## src/rtl/core_pkg.sv

```systemverilog
// Shared core constants and writeback source encoding used by the
// writeback arbiter, its scoreboard, and trace hooks.
package core_pkg;
   localparam int XLEN   = 32;
   localparam int NREG   = 32;
   localparam int REG_AW = 5;

   typedef enum logic [1:0] {
      WB_NONE = 2'd0,
      WB_ALU  = 2'd1,
      WB_LSU  = 2'd2,
      WB_MDU  = 2'd3
   } wb_src_e;
endpackage

```

## src/rtl/wb_scoreboard.sv

```systemverilog
// Pending-destination scoreboard for long-latency writes; a set beats a
// same-cycle clear, and re-issuing to a pending register flags a conflict.
module wb_scoreboard
   import core_pkg::*;
#(
   parameter int NREG_P = NREG
) (
   input  logic              clk,
   input  logic              reset,
   input  logic              set_valid,
   input  logic [REG_AW-1:0] set_idx,
   input  logic              clr_valid,
   input  logic [REG_AW-1:0] clr_idx,
   output logic [NREG_P-1:0] pend,
   output logic              pend_conflict
);

   logic [NREG_P-1:0] pend_q;
   logic [NREG_P-1:0] pend_d;
   logic              conflict_d;
   logic              conflict_q;

   always_comb begin
      pend_d     = pend_q;
      conflict_d = 1'b0;
      if (clr_valid) begin
         pend_d[clr_idx] = 1'b0;
      end
      if (set_valid && (set_idx != '0)) begin
         pend_d[set_idx] = 1'b1;
         conflict_d      = pend_q[set_idx];
      end
      // x0 is never a real destination, so it can never be pending
      pend_d[0] = 1'b0;
   end

   always_ff @(posedge clk) begin
      if (reset) begin
         pend_q     <= '0;
         conflict_q <= 1'b0;
      end else begin
         pend_q     <= pend_d;
         conflict_q <= conflict_d;
      end
   end

   assign pend          = pend_q;
   assign pend_conflict = conflict_q;

endmodule

```

## src/rtl/regfile_wb_arbiter.sv

```systemverilog
// Merges ALU, LSU and MDU writebacks onto the single register-file write
// port through a one-cycle writeback stage, and tracks pending destinations.
module regfile_wb_arbiter
   import core_pkg::*;
#(
   parameter int XLEN_P = XLEN,
   parameter int NREG_P = NREG
) (
   input  logic              clk,
   input  logic              reset,
   input  logic              alu_valid,
   input  logic [REG_AW-1:0] alu_rd,
   input  logic [XLEN_P-1:0] alu_data,
   input  logic              lsu_valid,
   output logic              lsu_ready,
   input  logic [REG_AW-1:0] lsu_rd,
   input  logic [XLEN_P-1:0] lsu_data,
   input  logic              mdu_valid,
   output logic              mdu_ready,
   input  logic [REG_AW-1:0] mdu_rd,
   input  logic [XLEN_P-1:0] mdu_data,
   input  logic              iss_valid,
   input  logic [REG_AW-1:0] iss_rd,
   output logic              wb_wen,
   output logic [REG_AW-1:0] wb_waddr,
   output logic [XLEN_P-1:0] wb_wdata,
   output logic [NREG_P-1:0] pend,
   output logic              pend_conflict
);

   logic              rr_q;
   logic              lsu_fire;
   logic              mdu_fire;
   wb_src_e           src;
   logic [REG_AW-1:0] sel_rd;
   logic [XLEN_P-1:0] sel_data;
   logic              wen_q;
   logic [REG_AW-1:0] waddr_q;
   logic [XLEN_P-1:0] wdata_q;
   logic              clr_valid;
   logic [REG_AW-1:0] clr_idx;

   // rr only breaks ties; a lone slow requester is always ready when the ALU is idle
   assign lsu_ready = !alu_valid && (!mdu_valid || (rr_q == 1'b0));
   assign mdu_ready = !alu_valid && (!lsu_valid || (rr_q == 1'b1));
   assign lsu_fire  = lsu_valid && lsu_ready;
   assign mdu_fire  = mdu_valid && mdu_ready;

   always_comb begin
      src      = WB_NONE;
      sel_rd   = '0;
      sel_data = '0;
      if (alu_valid) begin
         src = WB_ALU;
      end else if (lsu_fire) begin
         src = WB_LSU;
      end else if (mdu_fire) begin
         src = WB_MDU;
      end
      case (src)
         WB_ALU: begin
            sel_rd   = alu_rd;
            sel_data = alu_data;
         end
         WB_LSU: begin
            sel_rd   = lsu_rd;
            sel_data = lsu_data;
         end
         WB_MDU: begin
            sel_rd   = mdu_rd;
            sel_data = mdu_data;
         end
         default: begin
            sel_rd   = '0;
            sel_data = '0;
         end
      endcase
   end

   always_ff @(posedge clk) begin
      if (reset) begin
         rr_q    <= 1'b0;
         wen_q   <= 1'b0;
         waddr_q <= '0;
         wdata_q <= '0;
      end else begin
         if ((lsu_fire || mdu_fire) && lsu_valid && mdu_valid) begin
            rr_q <= ~rr_q;
         end
         wen_q <= (src != WB_NONE) && (sel_rd != '0);
         if (src != WB_NONE) begin
            waddr_q <= sel_rd;
            wdata_q <= sel_data;
         end
      end
   end

   // Gating with reset keeps an in-flight write from committing in the reset cycle
   assign wb_wen   = wen_q && !reset;
   assign wb_waddr = waddr_q;
   assign wb_wdata = wdata_q;

   assign clr_valid = lsu_fire || mdu_fire;
   assign clr_idx   = lsu_fire ? lsu_rd : mdu_rd;

   wb_scoreboard #(
      .NREG_P(NREG_P)
   ) u_scoreboard (
      .clk          (clk),
      .reset        (reset),
      .set_valid    (iss_valid),
      .set_idx      (iss_rd),
      .clr_valid    (clr_valid),
      .clr_idx      (clr_idx),
      .pend         (pend),
      .pend_conflict(pend_conflict)
   );

endmodule

```

## config.mk

```make
export PLATFORM = sky130hd
export DESIGN_NAME = regfile_wb_arbiter
export DESIGN_NICKNAME = d
export VERILOG_FILES = /design/src/rtl/core_pkg.sv /design/src/rtl/wb_scoreboard.sv /design/src/rtl/regfile_wb_arbiter.sv
export SDC_FILE = /design/constraint.sdc
export NUM_CORES = 1
export LEC_CHECK = 0
export ABC_AREA = 1
export CAP_MARGIN = 25
export CORE_UTILIZATION = 36
export DETAILED_ROUTE_END_ITERATION = 10
export PLACE_DENSITY = 0.85
export SYNTH_ARGS = -nofsm -noshare
export SYNTH_HDL_FRONTEND = slang
export SYNTH_SLANG_ARGS = --single-unit
export TNS_END_PERCENT = 30
```

## constraint.sdc

```tcl
create_clock -name clk -period 1.4 [get_ports clk]
set_input_delay 0.35 -clock clk [delete_from_list [all_inputs] [get_ports clk]]
set_output_delay 0.35 -clock clk [all_outputs]
set_load 0.1 [all_outputs]
```

; ---- Word-level counts from Yosys, hierarchy flattened
; Cells that the tools add are included.
[word_totals]
wordCells = 55
reg_bits = 72
inputBits = 122
out_inout_bits = 73
[op_classes]
bitwise = 5
n_eq_ne = 3
magnitude_cmp = 4
reduce_logical = 22
mux = 14
[op_table]
columns = op, count
row1 = $pmux W32 S3, 1
row2 = $mux W32, 2
row3 = $and A32 B32 Y32, 1
row4 = $not A32 Y32, 1
row5 = $or A32 B32 Y32, 1
row6 = $pmux W5 S3, 1
row7 = $lt A5 B6 Y1 const B, 2
row8 = $logic_and A1 B1 Y1, 11
row9 = $demux W1 S5, 2
row10 = $ge A5 B1 Y1 const B, 2
row11 = $reduce_bool A5 Y1, 2
row12 = $mux W2, 3
row13 = $bmux W1 S5, 1
row14 = $mux W5, 1
row15 = $eq A2 B2 Y1 const B, 2
row16 = $logic_not A1 Y1, 4
row17 = $logic_or A1 B1 Y1, 3
row18 = $mux W1, 3
row19 = $eq A2 B1 Y1 const B, 1
row20 = $not A1 Y1, 2
row21 = $reduce_bool A2 Y1, 1
row22 = $reduce_or A2 Y1, 1

; ---- Depth between registers and ports, before layout
[depth]
ltp_word = 14
depth_mapped = 11
depth_no_buf = 10

; ---- By module
; From an unflattened synthesis, not the netlist that was laid out.
[unflattened]
cells_unflattened = 588
hier_area_um2 = 3813.7
[by_module_without_submodules]
columns = mod, area_each_um2, instances, cells_each
row1 = regfile_wb_arbiter, 2074.5, 1, 323
row2 = wb_scoreboard, 1739.2, 1, 265

; ---- Worst setup path after synthesis
; No wires, ideal clock.
[synth_path]
path_kind = in2out
from = in alu_valid
to = out lsu_ready
slack_ns = -1.130
stages = 3
required_ns = 1.050
t_arrival_ns = 2.180
n_path_buf = 2
cell_sequence = buf_2 buf_1 a21oi_1
[synth_via]
elab_chain_len = 2
[synth_lines]
columns = item, line_no
row1 = start: declaration, regfile_wb_arbiter.sv:11  ; input logic alu_valid,
row2 = $logic_not A1 Y1, regfile_wb_arbiter.sv:44  ; assign lsu_ready = !alu_valid && (!mdu_valid || (rr_q == 1'b0));
row3 = $logic_and A1 B1 Y1, regfile_wb_arbiter.sv:44
row4 = end: declaration, regfile_wb_arbiter.sv:15  ; output logic lsu_ready,
; Every way passes these cells.

; ---- Worst setup path after layout
[layout_path]
from = in alu_valid
to = reg u_scoreboard.pend_q[26] (netlist: u_scoreboard.pend[26])
[layout_via]
elab_chain_len = 13
elab_cells_between_ends = 17
cone_classes = order compare: 2 / mux: 5 / bitwise: 3 / reduce/logical: 7
[layout_lines]
columns = item, line_no
row1 = $logic_not A1 Y1 *, "regfile_wb_arbiter.sv:44, regfile_wb_arbiter.sv:45"
row2 = $logic_and A1 B1 Y1, regfile_wb_arbiter.sv:44
row3 = $logic_and A1 B1 Y1, regfile_wb_arbiter.sv:46  ; assign lsu_fire = lsu_valid && lsu_ready;
row4 = $mux W5, regfile_wb_arbiter.sv:104  ; assign clr_idx = lsu_fire ? lsu_rd : mdu_rd;
row5 = $lt A5 B6 Y1 (implied by the code) / $ge A5 B1 Y1 (equally long branches), wb_scoreboard.sv:27  ; pend_d[clr_idx] = 1'b0;
row6 = $logic_and A1 B1 Y1 (implied by the code), wb_scoreboard.sv:27
row7 = $mux W1 (implied by the code), wb_scoreboard.sv:27
row8 = $demux W1 S5, -
row9 = $not A32 Y32 (no line), -
row10 = $and A32 B32 Y32 (no line), -
row11 = $mux W32 *, wb_scoreboard.sv:26  ; if (clr_valid) begin
row12 = $or A32 B32 Y32 (no line), -
row13 = $mux W32 *, wb_scoreboard.sv:29  ; if (set_valid && (set_idx != '0)) begin
row14 = end signal: assignment, wb_scoreboard.sv:42  ; pend_q <= pend_d;
row15 = end: declaration, wb_scoreboard.sv:18  ; logic [NREG_P-1:0] pend_q;
; Every way passes the cells marked *; elsewhere a longest branch is shown, timed or not.
; A chain may end at the register's enable or synchronous reset.

==> flow_metrics.py <==
metrics = {
    "outcome": {
        "outcome": "complete, but fails checks",
        "violations": "negative setup slack",
    },
    "floorplan": {
        "die_h_um": 102,
        "start_util": 0.371,
        "die-area_sq_mm": 0.0104,
        "fp-row-count": 36,
        "core-area_sq_mm": 0.00973,
        "die_w_um": 102,
        "pin_count": 195,
    },
    "setup_path": {
        "cp.arrival_ps": 1950,
        "crit_fanout": 6,
        "cp-end-kind": "register",
        "startpoint_type": "input pin",
        "r2r_setup_slack_ps": -290,
        "required_ps": 1630,
        "crit_type": "in2reg",
    },
    "power": {
        "p_total_mw": 6.19,
        "p_comb_frac": 0.397,
        "ir_worst_vdd_v": 0.000568,
        "power.switching_mw": 2.36,
        "clockPowerShare": 0.241,
        "leakagePower_nw": 2.92,
        "power_switching_share": 0.382,
        "powerDensity_mw_per_mm2": 809,
        "pwr-share-seq": 0.362,
        "p_int_mw": 3.82,
    },
    "global_routing": {
        "overflow": 0,
        "grt_max_degree": 40,
        "grt_pass1_wl_um": 24000,
        "antenna_found_initial": 0,
        "track_usage": 0.301,
        "grt_pass1_vias": 5063,
    },
    "timing": {
        "maxSlewViolCount": 0,
        "tightestPinTransition_ps": 609,
        "finalSetupViolCount": 61,
        "rsz0062_at_grt": "true",
        "post-route-min-period_ps": 1730,
        "setup_ws_ps": -326,
        "tns_ps": -7580,
        "clock.fmax_ghz": 0.579,
        "hold_slack_ps": 486,
        "slew_headroom": 0.594,
        "hold_violations": 0,
        "skew_ps": 10.6,
        "finalCritPeriodShare": 1.23,
    },
    "detailed_routing": {
        "wl_per_cell_um": 19.0,
        "firstDrtPassIters": 8,
        "drcViolationCount": 0,
        "drt_wl_total_um": 17800,
        "antenna_left": 0,
        "drt_iter0_drc": 299,
        "viasPerCell": 5.56,
        "detailroute.via_count": 5211,
    },
    "clocking": {
        "htree_levels": 3,
        "postCtsHoldBufs": 0,
        "clk_path_buf_depth": 2,
        "clk_latency_ps": 340,
        "cts_made_buffers": 9,
        "cts-root-buf": "clkbuf_8",
        "clock-sinks": 71,
        "clk_pin_slew_worst_paths_ps": 80,
        "cts_tree": "yes",
    },
    "run": {
        "cap_viol_max_count": 0,
    },
    "synthesis": {
        "syn_nets": 671,
        "synthDistinctLibCells": 26,
        "syn_inst": 549,
        "synth_area_sq_mm": 0.00361,
        "avgSynthCellArea_sq_um": 6.58,
        "ys_ff_latch": 71,
        "yosysWarnings": 0,
        "synth-seq-area-share": 0.394,
    },
    "hold_path": {
        "min-delay-path-class": "in2reg",
    },
    "cells_and_area": {
        "utilization": 0.786,
        "fin_cells": 937,
        "nNetsFinal": 921,
        "area_delta_synth_final_pct": 112,
        "finalInstanceArea_sq_mm": 0.00764,
        "drive_gt1_frac": 0.352,
        "n_antenna_cell": 0,
    },
    "place": {
        "dpl_cell_area_sq_mm": 0.00682,
        "hpwlAfterDp_um": 11900,
        "dp_cells": 904,
        "gp_congestion": 0.926,
        "post-place-ws_ps": -758,
        "portBuffers": 193,
    },
}
-- worst paths after layout --
check,from,end,cells past startpoint
hold / removal,mdu_valid,rr_q,5
setup reg to reg,rr_q,u_scoreboard.pend[26],9
hold reg to reg,u_scoreboard.pend[7],u_scoreboard.pend[7],2
setup / recovery,alu_valid,u_scoreboard.pend[26],10
-- layout make-up --
class / instances / area [sq um]
timing repair buffer: 264 / 3300
multi-input combinational: 424 / 2420
fill: 588 / 2090
sequential: 71 / 1460
tap: 133 / 166
clock buffer: 11 / 141
inverter: 29 / 119
clock inverter: 5 / 33.8
-- cell usage after synthesis --
library cell	count	area (sq um)
nand2_1	257	965
dfxtp_1	71	1420
a41oi_1	32	280
a21oi_1	26	130
nand3_1	26	130
inv_1	24	90.1
nor2_1	21	78.8
o21ai_0	20	100
clkbuf_1	14	52.6
nand4_1	10	62.6
nor3_1	9	45.0
o21ai_1	6	30.0
inv_2	5	18.8
nor2_2	5	31.3
buf_1	4	15.0
nand2_2	4	25.0
buf_2	3	15.0
buf_6	3	33.8
o21bai_1	2	15.0
buf_4	1	7.51
conb_1	1	3.75
nand3_4	1	17.5
nor2_4	1	11.3
nor4_1	1	6.26
o211ai_1	1	7.51
o21ai_4	1	16.3
-- cells in the final DEF (no fill, tap or decap), types with 10 or more instances in the layout --
cell type | synthesis | final
buf_4 | 1 | 53
buf_12 | 0 | 76
a41oi_2 | 0 | 25
dfxtp_2 | 0 | 31
nand4_1 | 10 | 10
a21oi_1 | 26 | 23
clkdlybuf4s50_1 | 0 | 112
buf_6 | 3 | 11
nand3_1 | 26 | 19
nand2_2 | 4 | 16
inv_1 | 24 | 22
o21ai_1 | 6 | 15
nand2_1 | 257 | 240
clkbuf_8 | 0 | 10
dfxtp_1 | 71 | 39
nor2_4 | 1 | 13
nor2_1 | 21 | 11
-- kinds of logic (layout without fill, tap and decap cells) --
kind of cell | after synthesis | count (layout) | share of synthesized area
and+or+nand+nor | 335 | 335 | 0.380
AOI/OAI and AO/OA | 88 | 88 | 0.160
DFF | 71 | 71 | 0.394
buffers and inverters | 54 | 309 | 0.0645
other | 1 | 1 | 0.00104
-- sequential cells by signal, indices dropped and copies added, names as in the netlist --
register and flops:
wb_wdata 32, u_scoreboard.pend 31, wb_waddr 5, rr_q 1
u_scoreboard.pend_conflict 1, wen_q 1
-- worst max-delay path: stages --
cell,delay (ps)
clkdlybuf4s15_1,240
inv_2,150
buf_4,130
nand4_1,200
nand2_4,200
nand2_1,150
nor2_2,220
nand2_1,120
nand2_1,120
a21oi_1,80
-- power by group through the flow --
stage               registers [mW]  logic, mW  clock network [mW]
CTS                           2.23       2.27                1.50
finish                        2.24       2.45                1.49
floorplan                     2.91      0.480                   0
global route                  2.25       2.53                1.59
detailed placement            2.28       2.18                   0
global placement              2.27       2.14                   0
-- routing by layer --
| metal | vias to the layer above | wire length (um) | track usage |
|---|---|---|---|
| li1 | 2323 | - | - |
| met1 | 2408 | 5790 | 0.305 |
| met2 | 386 | 9260 | 0.549 |
| met3 | 94 | 1510 | 0.0636 |
| met4 | 0 | 1200 | 0.213 |
| met5 | - | 0 | 0 |
-- timing repair --
action / 4_1_cts / 5_1_grt
endpoints found under the setup margin: 72 / 72
setup buffers: 6 / 10
gates cloned: 1 / 0
pin swaps: 8 / 21
gates resized for setup: 52 / 82
(Power assumes the default switching activity.)
